File: src/rtl/kf_pkg.sv
// ============================================================================
// Module     : kf_pkg
// Description: Shared width default and sequencer state encoding for kf blocks.
// Revision   : 1.0
// ============================================================================
`default_nettype none

package kf_pkg;

  localparam int KF_WIDTH = 32;

  localparam logic [2:0] ST_IDLE = 3'd0;
  localparam logic [2:0] ST_MUL1 = 3'd1;
  localparam logic [2:0] ST_MUL2 = 3'd2;
  localparam logic [2:0] ST_ADD  = 3'd3;
  localparam logic [2:0] ST_DONE = 3'd4;

  typedef enum logic [2:0] {
    IDLE = ST_IDLE,
    MUL1 = ST_MUL1,
    MUL2 = ST_MUL2,
    ADD  = ST_ADD,
    DONE = ST_DONE
  } kf_state_e;

endpackage

`default_nettype wire

File: src/rtl/kf_add.sv
// ============================================================================
// Module     : kf_add
// Description: Shared unsigned adder cell; carry-out returned in the MSB.
// Revision   : 1.0
// ============================================================================
`default_nettype none

module kf_add #(
  parameter int WIDTH = 32
) (
  input  logic [WIDTH-1:0] a,
  input  logic [WIDTH-1:0] b,
  output logic [WIDTH:0]   s
);

  assign s = {1'b0, a} + {1'b0, b};

endmodule

`default_nettype wire

File: src/rtl/kf_mult.sv
// ============================================================================
// Module     : kf_mult
// Description: Shared unsigned multiplier cell with full double-width product.
// Revision   : 1.0
// ============================================================================
`default_nettype none

module kf_mult #(
  parameter int WIDTH = 32
) (
  input  logic [WIDTH-1:0]   a,
  input  logic [WIDTH-1:0]   b,
  output logic [2*WIDTH-1:0] p
);

  assign p = {{WIDTH{1'b0}}, a} * {{WIDTH{1'b0}}, b};

endmodule

`default_nettype wire

File: src/rtl/kf_mac_sequencer.sv
// ============================================================================
// Module     : kf_mac_sequencer
// Description: Computes a*b*c+d on one shared multiplier and one shared adder,
//              one operation per cycle, behind valid/ready handshakes.
// Revision   : 1.0
// ============================================================================
`default_nettype none

module kf_mac_sequencer
  import kf_pkg::*;
#(
  parameter int WIDTH = KF_WIDTH
) (
  input  logic             clk,
  input  logic             rst,
  input  logic             in_valid,
  output logic             in_ready,
  input  logic [WIDTH-1:0] a,
  input  logic [WIDTH-1:0] b,
  input  logic [WIDTH-1:0] c,
  input  logic [WIDTH-1:0] d,
  input  logic             clear,
  output logic             out_valid,
  input  logic             out_ready,
  output logic [WIDTH-1:0] out,
  output logic             ovf,
  output logic             busy
);

  kf_state_e          r_state;
  logic [WIDTH-1:0]   r_a, r_b, r_c, r_d, r_prod, r_out;
  logic               r_ovf_acc, r_ovf, r_out_valid;

  logic [WIDTH-1:0]   w_mul_a, w_mul_b, w_add_a, w_add_b;
  logic [2*WIDTH-1:0] w_prod;
  logic [WIDTH:0]     w_sum;
  logic               w_accept, w_take;

  assign in_ready  = ((r_state == IDLE) | ((r_state == DONE) & out_ready)) & ~clear;
  assign w_accept  = in_valid & in_ready;
  assign w_take    = r_out_valid & out_ready;
  assign out_valid = r_out_valid;
  assign out       = r_out;
  assign ovf       = r_ovf;
  assign busy      = (r_state != IDLE);

  // Units see zero operands outside their slot so they idle quietly.
  always_comb begin
    w_mul_a = '0;
    w_mul_b = '0;
    case (r_state)
      MUL1: begin w_mul_a = r_a;    w_mul_b = r_b; end
      MUL2: begin w_mul_a = r_prod; w_mul_b = r_c; end
      default: ;
    endcase
  end

  assign w_add_a = (r_state == ADD) ? r_prod : '0;
  assign w_add_b = (r_state == ADD) ? r_d    : '0;

  kf_mult #(.WIDTH(WIDTH)) u_mult (.a(w_mul_a), .b(w_mul_b), .p(w_prod));
  kf_add  #(.WIDTH(WIDTH)) u_add  (.a(w_add_a), .b(w_add_b), .s(w_sum));

  always_ff @(posedge clk or posedge rst) begin
    if (rst) begin
      r_state     <= IDLE;
      r_a         <= '0;
      r_b         <= '0;
      r_c         <= '0;
      r_d         <= '0;
      r_prod      <= '0;
      r_out       <= '0;
      r_ovf_acc   <= 1'b0;
      r_ovf       <= 1'b0;
      r_out_valid <= 1'b0;
    end else if (clear) begin
      r_state     <= IDLE;
      r_out_valid <= 1'b0;
    end else begin
      case (r_state)
        IDLE: begin
          if (w_accept) begin
            r_a       <= a;
            r_b       <= b;
            r_c       <= c;
            r_d       <= d;
            r_ovf_acc <= 1'b0;
            r_state   <= MUL1;
          end
        end
        MUL1: begin
          r_prod    <= w_prod[WIDTH-1:0];
          r_ovf_acc <= r_ovf_acc | (|w_prod[2*WIDTH-1:WIDTH]);
          r_state   <= MUL2;
        end
        MUL2: begin
          r_prod    <= w_prod[WIDTH-1:0];
          r_ovf_acc <= r_ovf_acc | (|w_prod[2*WIDTH-1:WIDTH]);
          r_state   <= ADD;
        end
        ADD: begin
          r_out       <= w_sum[WIDTH-1:0];
          r_ovf       <= r_ovf_acc | w_sum[WIDTH];
          r_out_valid <= 1'b1;
          r_state     <= DONE;
        end
        DONE: begin
          if (w_take) begin
            r_out_valid <= 1'b0;
            // A take may overlap the next accept to keep 4-cycle throughput.
            if (w_accept) begin
              r_a       <= a;
              r_b       <= b;
              r_c       <= c;
              r_d       <= d;
              r_ovf_acc <= 1'b0;
              r_state   <= MUL1;
            end else begin
              r_state <= IDLE;
            end
          end
        end
        default: r_state <= IDLE;
      endcase
    end
  end

endmodule

`default_nettype wire

File: config.mk
export PLATFORM = sky130hd
export DESIGN_NAME = kf_mac_sequencer
export DESIGN_NICKNAME = d
export VERILOG_FILES = /design/src/rtl/kf_pkg.sv /design/src/rtl/kf_add.sv /design/src/rtl/kf_mult.sv /design/src/rtl/kf_mac_sequencer.sv
export SDC_FILE = /design/constraint.sdc
export NUM_CORES = 2
export LEC_CHECK = 0
export CAP_MARGIN = 20
export CELL_PAD_IN_SITES_DETAIL_PLACEMENT = 1
export CELL_PAD_IN_SITES_GLOBAL_PLACEMENT = 1
export CORE_UTILIZATION = 40
export CTS_BUF_LIST = sky130_fd_sc_hd__clkbuf_4 sky130_fd_sc_hd__clkbuf_8 sky130_fd_sc_hd__clkbuf_16
export DETAILED_ROUTE_END_ITERATION = 12
export PLACE_DENSITY_LB_ADDON = 0.12
export SYNTH_ARGS = -nofsm -noshare
export SYNTH_HDL_FRONTEND = slang
export SYNTH_SLANG_ARGS = --single-unit
File: constraint.sdc
create_clock -name clk -period 20.6 [get_ports clk]
set_input_delay 2.06 -clock clk [delete_from_list [all_inputs] [get_ports clk]]
set_output_delay 2.06 -clock clk [all_outputs]
set_load 0.02 [all_outputs]
# Word level (Yosys, flattened, before mapping)
# Index checks and enable logic that the tools add are counted.
# totals
ff_bits,198
latchBits,0
ramBits,0
mem_bits_ro,0
out_inout_bits,36
wordCells,67
n_memories,0
# classes
n_addsub,1
mul,1
div,0
n_lt_le_gt_ge,0
eq_ne,7
shift,0
n_mux,27
bitwise,8
n_reduce_logical,13
# op_table
cell,count
$pmux 32 s2,6
$mux 32,10
$mul 32x32->64,1
$add 32x32->33,1
$reduce_or 32->1,1
$pmux 3 s5,1
$mux 3,3
$reduce_bool 3->1,3
$reduce_and 2->1,4
$eq 3x2->1 const B,2
$ne 3x3->1 const B,2
$reduce_and 3->1,2
$mux 1,5
$and 1x1->1,4
$eq 3x1->1 const B,1
$eq 3x3->1 const B,1
$logic_not 3->1,1
$or 1x1->1,3
$pmux 1 s3,1
$ne 2x2->1 const B,1
$pmux 1 s2,1
$reduce_bool 2->1,1
$reduce_or 2->1,1
$not 1->1,1

# Longest topological paths before layout
# depth
ltp_word,9
ltp_mapped,36
depth_no_buf,32

# Hierarchy
# A second synthesis with hierarchy kept.
# unflattened
hier_cells,4550
area_unflattened_um2,44237.4
# by_module_without_submodules
mod,n_inst,cells_each,area_per_inst_um2,seq_area_each_um2
kf_mult,1,3712,33393.3,0.0
kf_mac_sequencer,1,607,9183.8,4954.8
kf_add,1,231,1660.3,0.0

# Worst setup path before layout
# No wires, ideal clock.
# synth_path
kind,register -> register
from,reg r_state[1]
to,reg r_ovf_acc
setup_time_ns,0.145
arrival_time_ns,8.728
required_time_ns,20.455
slack_ns,11.727
stages_incl_launch_ff,32
path_buffers,4
path_cell_list,dfrtp_1 > nor2b_1 > nor2b_1 > clkbuf_1 > clkbuf_1 > a22o_1 > clkbuf_1 > clkbuf_1 > nand2_1 > fa_1 > inv_1 > fa_1 > inv_1 > fa_1 > inv_1 > fa_1 > fa_1 > fa_1 > fa_1 > fa_1 > ha_1 > and2_4 > a211oi_2 > nand2_1 > o22ai_1 > o221ai_1 > o211ai_2 > a21oi_2 > or4b_4 > a2111oi_2 > and4_1 > a41oi_1
# synth_between
elab_chain_len,8
word_cells_on_any_way,20
# synth_rtl
item,line_no,rtl
"start, declared",kf_mac_sequencer.sv:30,kf_state_e r_state;
"start signal, assigned",kf_mac_sequencer.sv:66,r_state <= IDLE;
"start signal, assigned",kf_mac_sequencer.sv:77,r_state <= IDLE;
"start signal, assigned",kf_mac_sequencer.sv:88,r_state <= MUL1;
branches (longest 8 deep; another with $mul 32x32->64),--,
"end signal, assigned",kf_mac_sequencer.sv:93,r_ovf_acc <= r_ovf_acc | (|w_prod[2*WIDTH-1:WIDTH]);
"end signal, assigned",kf_mac_sequencer.sv:98,r_ovf_acc <= r_ovf_acc | (|w_prod[2*WIDTH-1:WIDTH]);
"end, declared",kf_mac_sequencer.sv:32,"logic r_ovf_acc, r_ovf, r_out_valid;"
# Parallel ways; which one is timed is not known. The select of a mux whose other input is x is not followed.
# A chain may end at the register's enable or synchronous reset.

# Final worst setup path
# layout_path
from,reg r_state[0]
to,reg r_ovf_acc
# The elaborated chain is that of the path after synthesis.

==> flow_summary.toml <==
[power]
p_sw_mw = 1.541
seqPwrFrac = 0.207
cellPowerDensity_mw_per_mm2 = 62.28
pwr-share-clk = 0.125
p_comb_frac = 0.669
p_int_mw = 1.319
max-vdd-ir-drop_v = 0.00006302
swShare = 0.5387
totalPowerFinal_mw = 2.860
p_leak_nw = 19.20

[synth]
synth_compound_area_frac = 0.08016
ys_types = 76
yosysTopAreaCell = "fa_1"
synthAdderAreaFrac = 0.5169
ys.flop_type = "dfrtp_1"
synth_cells = 4549
synthTopCellsByCount = "897 x fa_1, 780 x inv_1, 635 x nand2_1"
netlist.area_leader.share = 0.4288
yosysMostFrequentCell = "fa_1"
synth_fp_nets = 5874
synth_top_family_by_area = "adder cells"
syn-mean-instance-area_um2 = 9.206
synth.area.mux_share = 0.03669
ys_warn_count = 0
synth_xor_area_frac = 0.01485
synth-simple-area-share = 0.1396
synth-async-reset-ratio = 1.000
ys_top_cells_by_area = "fa_1 43%, dfrtp_1 12%, ha_1 8.8%, inv_1 7.0%, nand2_1 5.7%"
yosysSeqAreaShare = 0.1183
synth-seq-cells = 198
netlist_area_mm2 = 0.04188
synth_enable_flop_cells = 0

[sta]
fin_skew_ns = 0.01433
relSlewSlack = 0.04255
fin_crit_ns = 11.50
max_freq_mhz = 86.94
worst_slew_pin_slew_ns = 1.436
fin_tns_setup_ns = 0
grt_setup_unrepaired = "no"
fin_crit_sh = 0.5583
setup_violations = 0
final_max_slew_viol_count = 0
final-hold-violation-count = 0

[status]
status = "completed"

[clocking]
post_cts_buffers = 0
cts_resized = 0
holdBufCountCts = 0
cts_tree = "yes"
cts_sinks = 198
path_clk_slew_ns = 0.08
cts_buffer_depth = 2
ctsRootBufferMaster = "clkbuf_16"
insertion_delay_ns = 0.50
numCtsBuffers = 17
ctsHtreeMaxLevel = 4

[setup_path]
rr_endpoint = "r_ovf_acc"
path_buf_inv = 4
required_ns = 20.96
slowest_stage = "a22o_1"
crit_start = "r_state[0]"
path_delay_family = "adder cells"
cp_slowest_stage_delay_ns = 1.05
cp-start-kind = "flip-flop"
worst-setup-path-type = "flip-flop to flip-flop"
worst_ep_arrival_time_ns = 11.86
cpMostUsedCell = "fa_1"
r2r_start = "r_state[0]"
crit_path_end_kind = "flip-flop"
r2r_cells = 27
reg2reg_setup_slack_ns = 9.10
cp_max_fo = 71

[drt]
first_pass_iters = 5
vias = 32780
drcViolationCount = 0
dr.first_iter.drc_count = 2108
finalWirelength_um = 156100
vias_per_cell = 5.477
ant_nets = 0
routedWlPerCell_um = 26.08

[placed_design]
hpwl_um = 123200
placed_cell_area_mm2 = 0.04527
port_buffers = 168
gp_congestion = 0.9259

[hold_path]
hold_end = "out[0]"
hp-start = "out[0]"
hp-class = "flip-flop to flip-flop"
min_path_cells = 2

[die]
pin_count = 169
start_util = 0.4041
die_width_um = 325.6
fp-row-count = 118
core_mm2 = 0.1036
die_h_um = 325.6
die_area_mm2 = 0.1060

[global_route]
track_usage = 0.3042
grt_pass1_wl_um = 238100
grt_pass1_vias = 36380
antenna_found_initial = 5
grt_overflow = 0
grt_start_max_net_pins = 130

[finish]
area_growth_pct = 9.662
seqCellArea_mm2 = 0.004956
drive_gt1_frac = 0.07078
nFillCells = 11870
diodes = 0
multiInputGateArea_mm2 = 0.03311
fin_nets = 5918
stdcell_area_mm2 = 0.04593

[run]
cap_violations = 0
worst reg2reg max path, delay by kind of cell, from the launching register on:
kind / cells / cell delay [ns]
compound gates: 8 / 3.34
xor+xnor: 1 / 0.14
fa+ha+maj: 9 / 4.52
buf+inv: 4 / 0.81
flops: 1 / 1.03
simple gates: 5 / 1.55
worst max-delay path by stage:
| stage | end | slack (ns) | cells past startpoint |
|---|---|---|---|
| 3_3_place_gp | r_ovf_acc | 9.27 | 27 |
| 2_1_floorplan | r_ovf_acc | 11.73 | 31 |
| 5_1_grt | r_ovf_acc | 8.58 | 27 |
| 3_5_place_dp | r_ovf_acc | 9.10 | 27 |
| 6_report | r_ovf_acc | 9.10 | 27 |
| 4_1_cts | r_ovf_acc | 9.07 | 27 |
logic make-up after synthesis:
kind of cell / Yosys count
compound gates: 493
xor+xnor: 71
fa+ha+maj: 1192
buf+inv: 1038
flops: 198
mux: 137
simple gates: 1420
cell usage in the layout, fill, tap and decap left out, types with 8 or more instances in the layout:
| cell type | instances |
|---|---|
| fa_1 | 897 |
| inv_1 | 779 |
| nand2_1 | 634 |
| nor2_1 | 579 |
| ha_1 | 295 |
| dfrtp_1 | 197 |
| clkdlybuf4s50_1 | 168 |
| mux2_2 | 132 |
| buf_4 | 111 |
| a21oi_1 | 102 |
| o21ai_0 | 95 |
| and3_1 | 71 |
| a22o_1 | 63 |
| a21o_1 | 57 |
| a22oi_1 | 50 |
| xor2_1 | 37 |
| xnor2_1 | 34 |
| nand4_1 | 23 |
| nor3_1 | 19 |
| nand3_1 | 18 |
| clkbuf_16 | 17 |
| nand2b_1 | 14 |
| o21bai_1 | 14 |
| a22oi_2 | 14 |
| o211ai_1 | 11 |
| nor2b_1 | 10 |
| or3_1 | 9 |
| and2_1 | 8 |
cell type report:
type,count,area share
Multi-Input combinational cell,3313,0.7210
Sequential cell,198,0.1079
Inverter,781,0.06400
Timing Repair Buffer,282,0.05640
Tap cell,1380,0.03760
Clock buffer,18,0.009427
Clock inverter,14,0.003705
sequential cells by signal (all words and copies together), names as in the netlist:
register	cells
out	32
out_valid	1
ovf	1
r_a	32
r_b	32
r_c	32
r_d	32
r_ovf_acc	1
r_prod	32
r_state	3
power by group through the flow:
stage / Clock (mW) / Combinational, mW / Sequential (mW)
final: 0.357 / 1.91 / 0.591
after global routing: 0.378 / 2.07 / 0.602
after CTS: 0.364 / 1.90 / 0.588
after detailed placement: 0 / 1.87 / 0.595
after global placement: 0 / 1.86 / 0.592
after floorplan: 0 / 1.15 / 0.543
per-stage QoR:
stage                     setup slack (ns)  cells  hold slack (ns)    util
after floorplan                      11.73   4549           0.4706       -
after global placement               9.274   5951           0.4656  0.4366
after detailed placement             9.104   5952           0.4655  0.4368
after CTS                            9.072   5984           0.4855  0.4426
after global routing                 8.579   5986           0.4976  0.4431
final                                9.098   5986           0.4855  0.4431
layer usage:
layer,vias to the layer above,part of all wire,track usage
li1,14130,-,-
met1,17500,0.46,0.4407
met2,1003,0.46,0.4814
met3,145,0.063,0.04427
met4,4,0.023,0.06981
met5,-,0.00017,0
Note: power is estimated with default switching activity, not from simulation.
